--- src/rtl/router_write_ctrl.sv ---
// Write-side packet controller of the 1x3 router: parses headers, steers beats
// into the destination FIFO, checks parity, drops port-3 packets, counts errors.
module router_write_ctrl #(
  parameter int DATA_WIDTH = 8,
  parameter int CNT_WIDTH  = 8
) (
  input  logic                  write_clk,
  input  logic                  reset,
  input  logic                  in_valid,
  input  logic [DATA_WIDTH-1:0] in_data,
  output logic                  in_ready,
  input  logic [2:0]            fifo_full,
  output logic [2:0]            write_inc,
  output logic [DATA_WIDTH-1:0] fifo_data,
  output logic                  busy,
  output logic                  pkt_done,
  output logic                  pkt_dropped,
  output logic                  parity_err,
  output logic [CNT_WIDTH-1:0]  err_count
);

  typedef enum logic [1:0] {
    IDLE    = 2'd0,
    PAYLOAD = 2'd1,
    PARITY  = 2'd2
  } state_t;

  localparam logic [CNT_WIDTH-1:0] CNT_MAX = {CNT_WIDTH{1'b1}};
  localparam logic [CNT_WIDTH-1:0] CNT_ONE = CNT_WIDTH'(1);

  state_t      state_r;
  logic [1:0]  dest_r;
  logic        drop_r;
  logic [5:0]  len_cnt_r;
  logic [7:0]  par_acc_r;

  logic [1:0]  dest_eff_s;
  logic        drop_eff_s;
  logic        full_eff_s;
  logic        ready_s;
  logic        xfer_s;
  logic [2:0]  winc_s;

  function automatic logic parity_mismatch(input logic [7:0] beat, input logic [7:0] acc);
    return (beat ^ acc) != 8'h00;
  endfunction

  // In IDLE the header on the bus decides routing; afterwards the latched header does.
  always_comb begin
    dest_eff_s = dest_r;
    drop_eff_s = drop_r;
    full_eff_s = 1'b0;
    ready_s    = 1'b0;
    winc_s     = 3'b000;
    if (state_r == IDLE) begin
      dest_eff_s = in_data[1:0];
      drop_eff_s = (in_data[1:0] == 2'd3);
    end else begin
      dest_eff_s = dest_r;
      drop_eff_s = drop_r;
    end
    case (dest_eff_s)
      2'd0:    full_eff_s = fifo_full[0];
      2'd1:    full_eff_s = fifo_full[1];
      2'd2:    full_eff_s = fifo_full[2];
      default: full_eff_s = 1'b0;
    endcase
    if (reset) begin
      ready_s = 1'b0;
    end else begin
      ready_s = drop_eff_s | ~full_eff_s;
    end
    xfer_s = in_valid & ready_s;
    if (xfer_s && !drop_eff_s) begin
      case (dest_eff_s)
        2'd0:    winc_s = 3'b001;
        2'd1:    winc_s = 3'b010;
        2'd2:    winc_s = 3'b100;
        default: winc_s = 3'b000;
      endcase
    end else begin
      winc_s = 3'b000;
    end
  end

  assign in_ready  = ready_s;
  assign write_inc = winc_s;
  assign fifo_data = in_data;

  // Packet FSM with header registers, completion pulses and the error counter.
  always_ff @(posedge write_clk or posedge reset) begin
    if (reset) begin
      state_r     <= IDLE;
      dest_r      <= 2'd0;
      drop_r      <= 1'b0;
      len_cnt_r   <= 6'd0;
      par_acc_r   <= 8'h00;
      busy        <= 1'b0;
      pkt_done    <= 1'b0;
      pkt_dropped <= 1'b0;
      parity_err  <= 1'b0;
      err_count   <= {CNT_WIDTH{1'b0}};
    end else begin
      pkt_done    <= 1'b0;
      pkt_dropped <= 1'b0;
      parity_err  <= 1'b0;
      case (state_r)
        IDLE: begin
          if (xfer_s) begin
            dest_r    <= in_data[1:0];
            drop_r    <= (in_data[1:0] == 2'd3);
            len_cnt_r <= in_data[7:2];
            par_acc_r <= in_data[7:0];
            busy      <= 1'b1;
            state_r   <= (in_data[7:2] != 6'd0) ? PAYLOAD : PARITY;
          end
        end
        PAYLOAD: begin
          if (xfer_s) begin
            par_acc_r <= par_acc_r ^ in_data[7:0];
            len_cnt_r <= len_cnt_r - 6'd1;
            if (len_cnt_r == 6'd1) begin
              state_r <= PARITY;
            end
          end
        end
        PARITY: begin
          if (xfer_s) begin
            state_r <= IDLE;
            busy    <= 1'b0;
            if (drop_r) begin
              pkt_dropped <= 1'b1;
            end else begin
              pkt_done <= 1'b1;
              if (parity_mismatch(in_data[7:0], par_acc_r)) begin
                parity_err <= 1'b1;
                if (err_count != CNT_MAX) begin
                  err_count <= err_count + CNT_ONE;
                end
              end
            end
          end
        end
        default: begin
          state_r <= IDLE;
          busy    <= 1'b0;
        end
      endcase
    end
  end

endmodule

--- config.mk ---
export PLATFORM = sky130hd
export DESIGN_NAME = router_write_ctrl
export DESIGN_NICKNAME = d
export VERILOG_FILES = /design/src/rtl/router_write_ctrl.sv
export SDC_FILE = /design/constraint.sdc
export NUM_CORES = 1
export LEC_CHECK = 0
export CAP_MARGIN = 40
export CORE_ASPECT_RATIO = 0.75
export CORE_MARGIN = 1.5
export CORE_UTILIZATION = 35
export DETAILED_ROUTE_END_ITERATION = 10
export PLACE_DENSITY_LB_ADDON = 0.08
export SYNTH_ARGS = -nofsm -noshare
export SYNTH_HDL_FRONTEND = slang
export SYNTH_SLANG_ARGS = --single-unit
--- constraint.sdc ---
create_clock -name write_clk -period 3.35 [get_ports write_clk]
set_input_delay 0.8375 -clock write_clk [delete_from_list [all_inputs] [get_ports write_clk]]
set_output_delay 0.8375 -clock write_clk [all_outputs]
set_load 0.01 [all_outputs]
# Yosys cells after proc, flatten, opt, wreduce, memory -nomap -nowiden
# Cells that the tools add are included.
# totals
reg_bits	31
in_bits	14
out_inout_bits	24
word_cells	72
# classes
add_sub_neg	2
eq_ne	11
n_mux	31
n_bitwise	6
n_reduce_logical	12
# ops
cell	count
two-way mux 8 bit	2
case mux 8 bit (2 select lines)	1
two-way mux 1 bit	14
two-way mux 2 bit	6
two-way mux 6 bit	2
case mux 6 bit (2 select lines)	1
case mux 3 bit (3 select lines)	1
adder 8 x 1 -> 8 bit (second input constant)	1
!= test 2 bit (second input constant)	4
!= test 8 bit (second input constant)	1
nonzero test 8 bit	1
bitwise XOR 8 bit	1
== test 2 bit (second input constant)	3
== test 6 x 1 -> 1 bit (second input constant)	1
case mux 1 bit (3 select lines)	2
case mux 2 bit (3 select lines)	1
AND reduction 3 bit	2
nonzero test 6 bit	1
subtractor 6 x 1 -> 6 bit (second input constant)	1
AND reduction 5 bit	1
== test 2 x 1 -> 1 bit (second input constant)	2
zero test 2 bit	2
AND reduction 4 bit	1
two-way mux 3 bit	1
7 further kinds	9

# Depth between registers and ports, before layout
# depth
ltp_word	10
ltp_mapped	8
ltp_nobuf	7

# Worst setup path before layout
# No wires, ideal clock.
# synth_path
kind	input -> output
from	input in_data[1]
to	output write_inc[2]
t_arrival_ns	2.369
t_required_ns	2.513
setup_slack_ns	0.144
cell_stages	7
n_path_buf	1
cell_sequence	buf_4 > or3b_4 > and3_4 > o21a_4 > nor2_1 > nand2_1 > a21oi_1
# synth_between
elab_chain_len	9
word_cells_on_any_way	15
classes_between	eq/ne (3); mux (6); bitwise (3); reduce/logical (3)
# synth_lines
item	line_no	source
from (decl)	10	input logic [DATA_WIDTH-1:0] in_data,
two-way mux 2 bit	55	if (state_r == IDLE) begin
== test 2 bit (tied with other cells)	62, 75	
case mux 1 bit (3 select lines)	62	case (dest_eff_s)
NOT 1 bit	71	ready_s = drop_eff_s | ~full_eff_s;
bitwise OR 1 bit	71	
two-way mux 1 bit	68	if (reset) begin
bitwise AND 1 bit	73	xfer_s = in_valid & ready_s;
logical AND 1 bit	74	if (xfer_s && !drop_eff_s) begin
two-way mux 3 bit *	74	
to (decl)	13	output logic [2:0] write_inc,
# Mark *: on every way between the ends. The rest lies on a longest branch, timed or not.

# Final worst setup path
# layout_path
from	input in_data[0]
to	output write_inc[1]
# The elaborated chain is that of the path after synthesis.

==> results.sh <==
export IMPL_grt_pass1_wl_um=7370
export IMPL_timing_final_ws_setup_ns=0.0517
export IMPL_portBuffers=37
export IMPL_clockBufferDepth=2
export IMPL_cts_sinks=31
export IMPL_total_power_mw=1.64
export IMPL_drtIter0Drc=67
export IMPL_final_util=0.497
export IMPL_dr_pass1_iters=4
export IMPL_die_w_um=87.4
export IMPL_yosysSeqAreaShare=0.415
export IMPL_synthTopCellsByCount="dfrtp_1 (31), a21oi_1 (23), nand3_1 (17), o21ai_0 (16)"
export IMPL_vias=1633
export IMPL_min_period_ns=3.30
export IMPL_synthAdderAreaFrac=0.0201
export IMPL_fmax_mhz=303
export IMPL_synth_async_reset_ratio=1.00
export IMPL_netlist_instances=207
export IMPL_critPathTopFamily="buffers and inverters"
export IMPL_synth_simple_area_share=0.236
export IMPL_yosys_area_top_type="dfrtp_1"
export IMPL_fin_nets=272
export IMPL_hold_viol=0
export IMPL_yosysMostFrequentCell="dfrtp_1"
export IMPL_maxCapViolations=0
export IMPL_placed_cells=320
export IMPL_drive_above_1_share=0.188
export IMPL_relSlewSlack=0.656
export IMPL_holdPathEnd="busy"
export IMPL_reg2reg_depth=7
export IMPL_avgSynthCellArea_um2=9.03
export IMPL_crit_chain="clkdlybuf4s50_1 > buf_4 > nor3_1 > a21o_1 > o21a_4 > nor2_2 > nand2_1 > nor2_1 > clkdlybuf4s15_1"
export IMPL_syn_area_mm2=0.00187
export IMPL_cpMaxStageDelayCell="clkdlybuf4s50_1"
export IMPL_min_path_cells=2
export IMPL_p_leak_nw=1.05
export IMPL_cp_arrival_ns=2.46
export IMPL_grt_pass1_vias=1489
export IMPL_synth_xor_area_frac=0.0562
export IMPL_dp_slack_ns=-0.527
export IMPL_initial_core_util=0.373
export IMPL_grt_ovfl_total=0
export IMPL_root_buffer="clkbuf_8"
export IMPL_vdd_drop_max_uv=214
export IMPL_path_clk_slew_ns=0.07
export IMPL_cts_setup_buffers=0
export IMPL_die_h_um=66.3
export IMPL_yosys_register_bits=31
export IMPL_clk_latency_ns=0.29
export IMPL_tns_ns=0
export IMPL_yosysUniqueCellTypes=46
export IMPL_hold_buffers=0
export IMPL_die_area_mm2=0.00579
export IMPL_r2r_end="err_count[6]"
export IMPL_grt_start_max_net_pins=30
export IMPL_crit_required_ns=2.51
export IMPL_fin_area_mm2=0.00249
export IMPL_cts_buffers=5
export IMPL_vias_per_cell=4.98
export IMPL_yosys_mux_area_fraction=0.0375
export IMPL_hpwl_um=3320
export IMPL_synth_top_family_by_area="simple AND/OR/NAND/NOR gates"
export IMPL_wl_per_cell_um=13.6
export IMPL_globalplace_congestion=0.778
export IMPL_yosys_top_cells_area="dfrtp_1 (41%), a21oi_1 (6.2%), xnor2_1 (4.7%)"
export IMPL_core_area_mm2=0.00501
export IMPL_grtUsageTotal=0.172
export IMPL_drcViolationCount=0
export IMPL_instances_no_fill=328
export IMPL_nFillCells=502
export IMPL_path_class="primary input to output pin"
export IMPL_postRouteAntennaNets=0
export IMPL_rows=22
export IMPL_tritoncts="yes"
export IMPL_slowest_delay_ns=0.52
export IMPL_finalCritPeriodShare=0.985
export IMPL_ys_warn_count=0
export IMPL_rsz0062_at_grt="true"
export IMPL_cp_start_kind="primary input"
export IMPL_status="completed"
export IMPL_synth_compound_area_frac=0.159
export IMPL_synth_edff_count=0
export IMPL_setup_viol_count_final=0
export IMPL_r2r_setup_slack_ns=0.57
export IMPL_antenna_found_initial=0
export IMPL_tightest_slew_ns=0.510
export IMPL_ys_flop_type="dfrtp_1"
export IMPL_place_area_mm2=0.00239
export IMPL_yosysTopAreaCellShare=0.415
export IMPL_hold_start="busy"
export IMPL_crit_buf_inv=3
export IMPL_slew_violations=0
export IMPL_r2r_start="state_r[0]"
export IMPL_p_per_area_mw_per_mm2=660
export IMPL_finalClockSkew_ns=0.00568
export IMPL_htree_levels=2
export IMPL_drt_wl_total_um=4450
export IMPL_n_antenna_cell=0
export IMPL_ios=38
export IMPL_synth_nets=224
export IMPL_end_kind="output pin"
export IMPL_hold_class="register to register"
export IMPL_critical_path_max_fanout=7
export IMPL_fin_hold_ws_ns=0.531
export IMPL_syn_to_final_growth_pct=33.3
## layout by cell type (no fill, tap or decap), drive strengths merged, types with 3 or more instances in the layout
cell type       n
dfrtp          31
nand2b          4
xnor2          10
clkdlybuf4s50  32
o22ai           3
or3             3
clkdlybuf4s15   3
clkinv          3
o21ai          16
buf            22
a21oi          23
ha              3
clkbuf          5
mux2            5
nand2          13
inv             7
nor3b           3
nor3            8
nor2           13
nand3          17
nand4           3
## worst max-delay path by stage
stage	from	endpoint	cells after the start	slack (ns)
floorplan	in_data[1]	write_inc[2]	7	0.14
global placement	in_data[1]	write_inc[2]	8	-0.52
detailed placement	in_data[1]	write_inc[2]	8	-0.53
CTS	in_data[0]	write_inc[2]	9	0.01
global route	in_data[0]	write_inc[2]	9	-0.04
finish	in_data[0]	write_inc[1]	9	0.05
## cell type report
cell class | instances | area, um2 | share of cell area
clock buffer | 5 | 68.8 | 0.0276
timing repair buffer | 59 | 547 | 0.219
inverter | 7 | 26.3 | 0.0105
multi-input combinational | 151 | 968 | 0.389
clock inverter | 3 | 15.0 | 0.00603
sequential | 31 | 776 | 0.311
tap | 72 | 90.1 | 0.0362
## where the power goes
part | switching [mW] | total, mW | internal, mW
combinational | 0.368 | 0.751 | 0.383
clock | 0.146 | 0.288 | 0.142
sequential | 0.115 | 0.605 | 0.490
total | 0.629 | 1.64 | 1.01
## cells by family (layout without fill, tap and decap cells)
logic type,after synthesis,in the layout
AO/OA/AOI/OAI,51,51
XOR/XNOR,12,12
adder cells (fa/ha/maj),3,3
buffers and inverters,25,74
flip-flops,31,31
multiplexers,6,6
AND/OR/NAND/NOR,79,79
## sequential cells by signal, indices dropped and copies added, names as in the netlist
signal / cells
state_r: 2
len_cnt_r: 6
busy: 1
parity_err: 1
pkt_dropped: 1
drop_r: 1
par_acc_r: 8
err_count: 8
dest_r: 2
pkt_done: 1
## worst reg2reg max path, delay by kind of cell (launching register included)
kind,cells,cell delay (ns)
simple gates,2,0.94
compound gates,3,0.86
flops,1,0.46
mux,1,0.30
buf+inv,1,0.14
## routing by layer
metal	share of wire	GRT usage	vias to the layer above
li1	-	-	822
met1	0.55	0.257	771
met2	0.39	0.231	33
met3	0.043	0.0574	7
met4	0.013	0.0476	0
met5	0	0	-
## what timing repair did
item | CTS | global route
endpoints found under the hold margin | 0 | 0
gates resized for setup | 10 | 4
endpoints found under the setup margin | 4 | 3
Power figures use the tool's default switching activity.
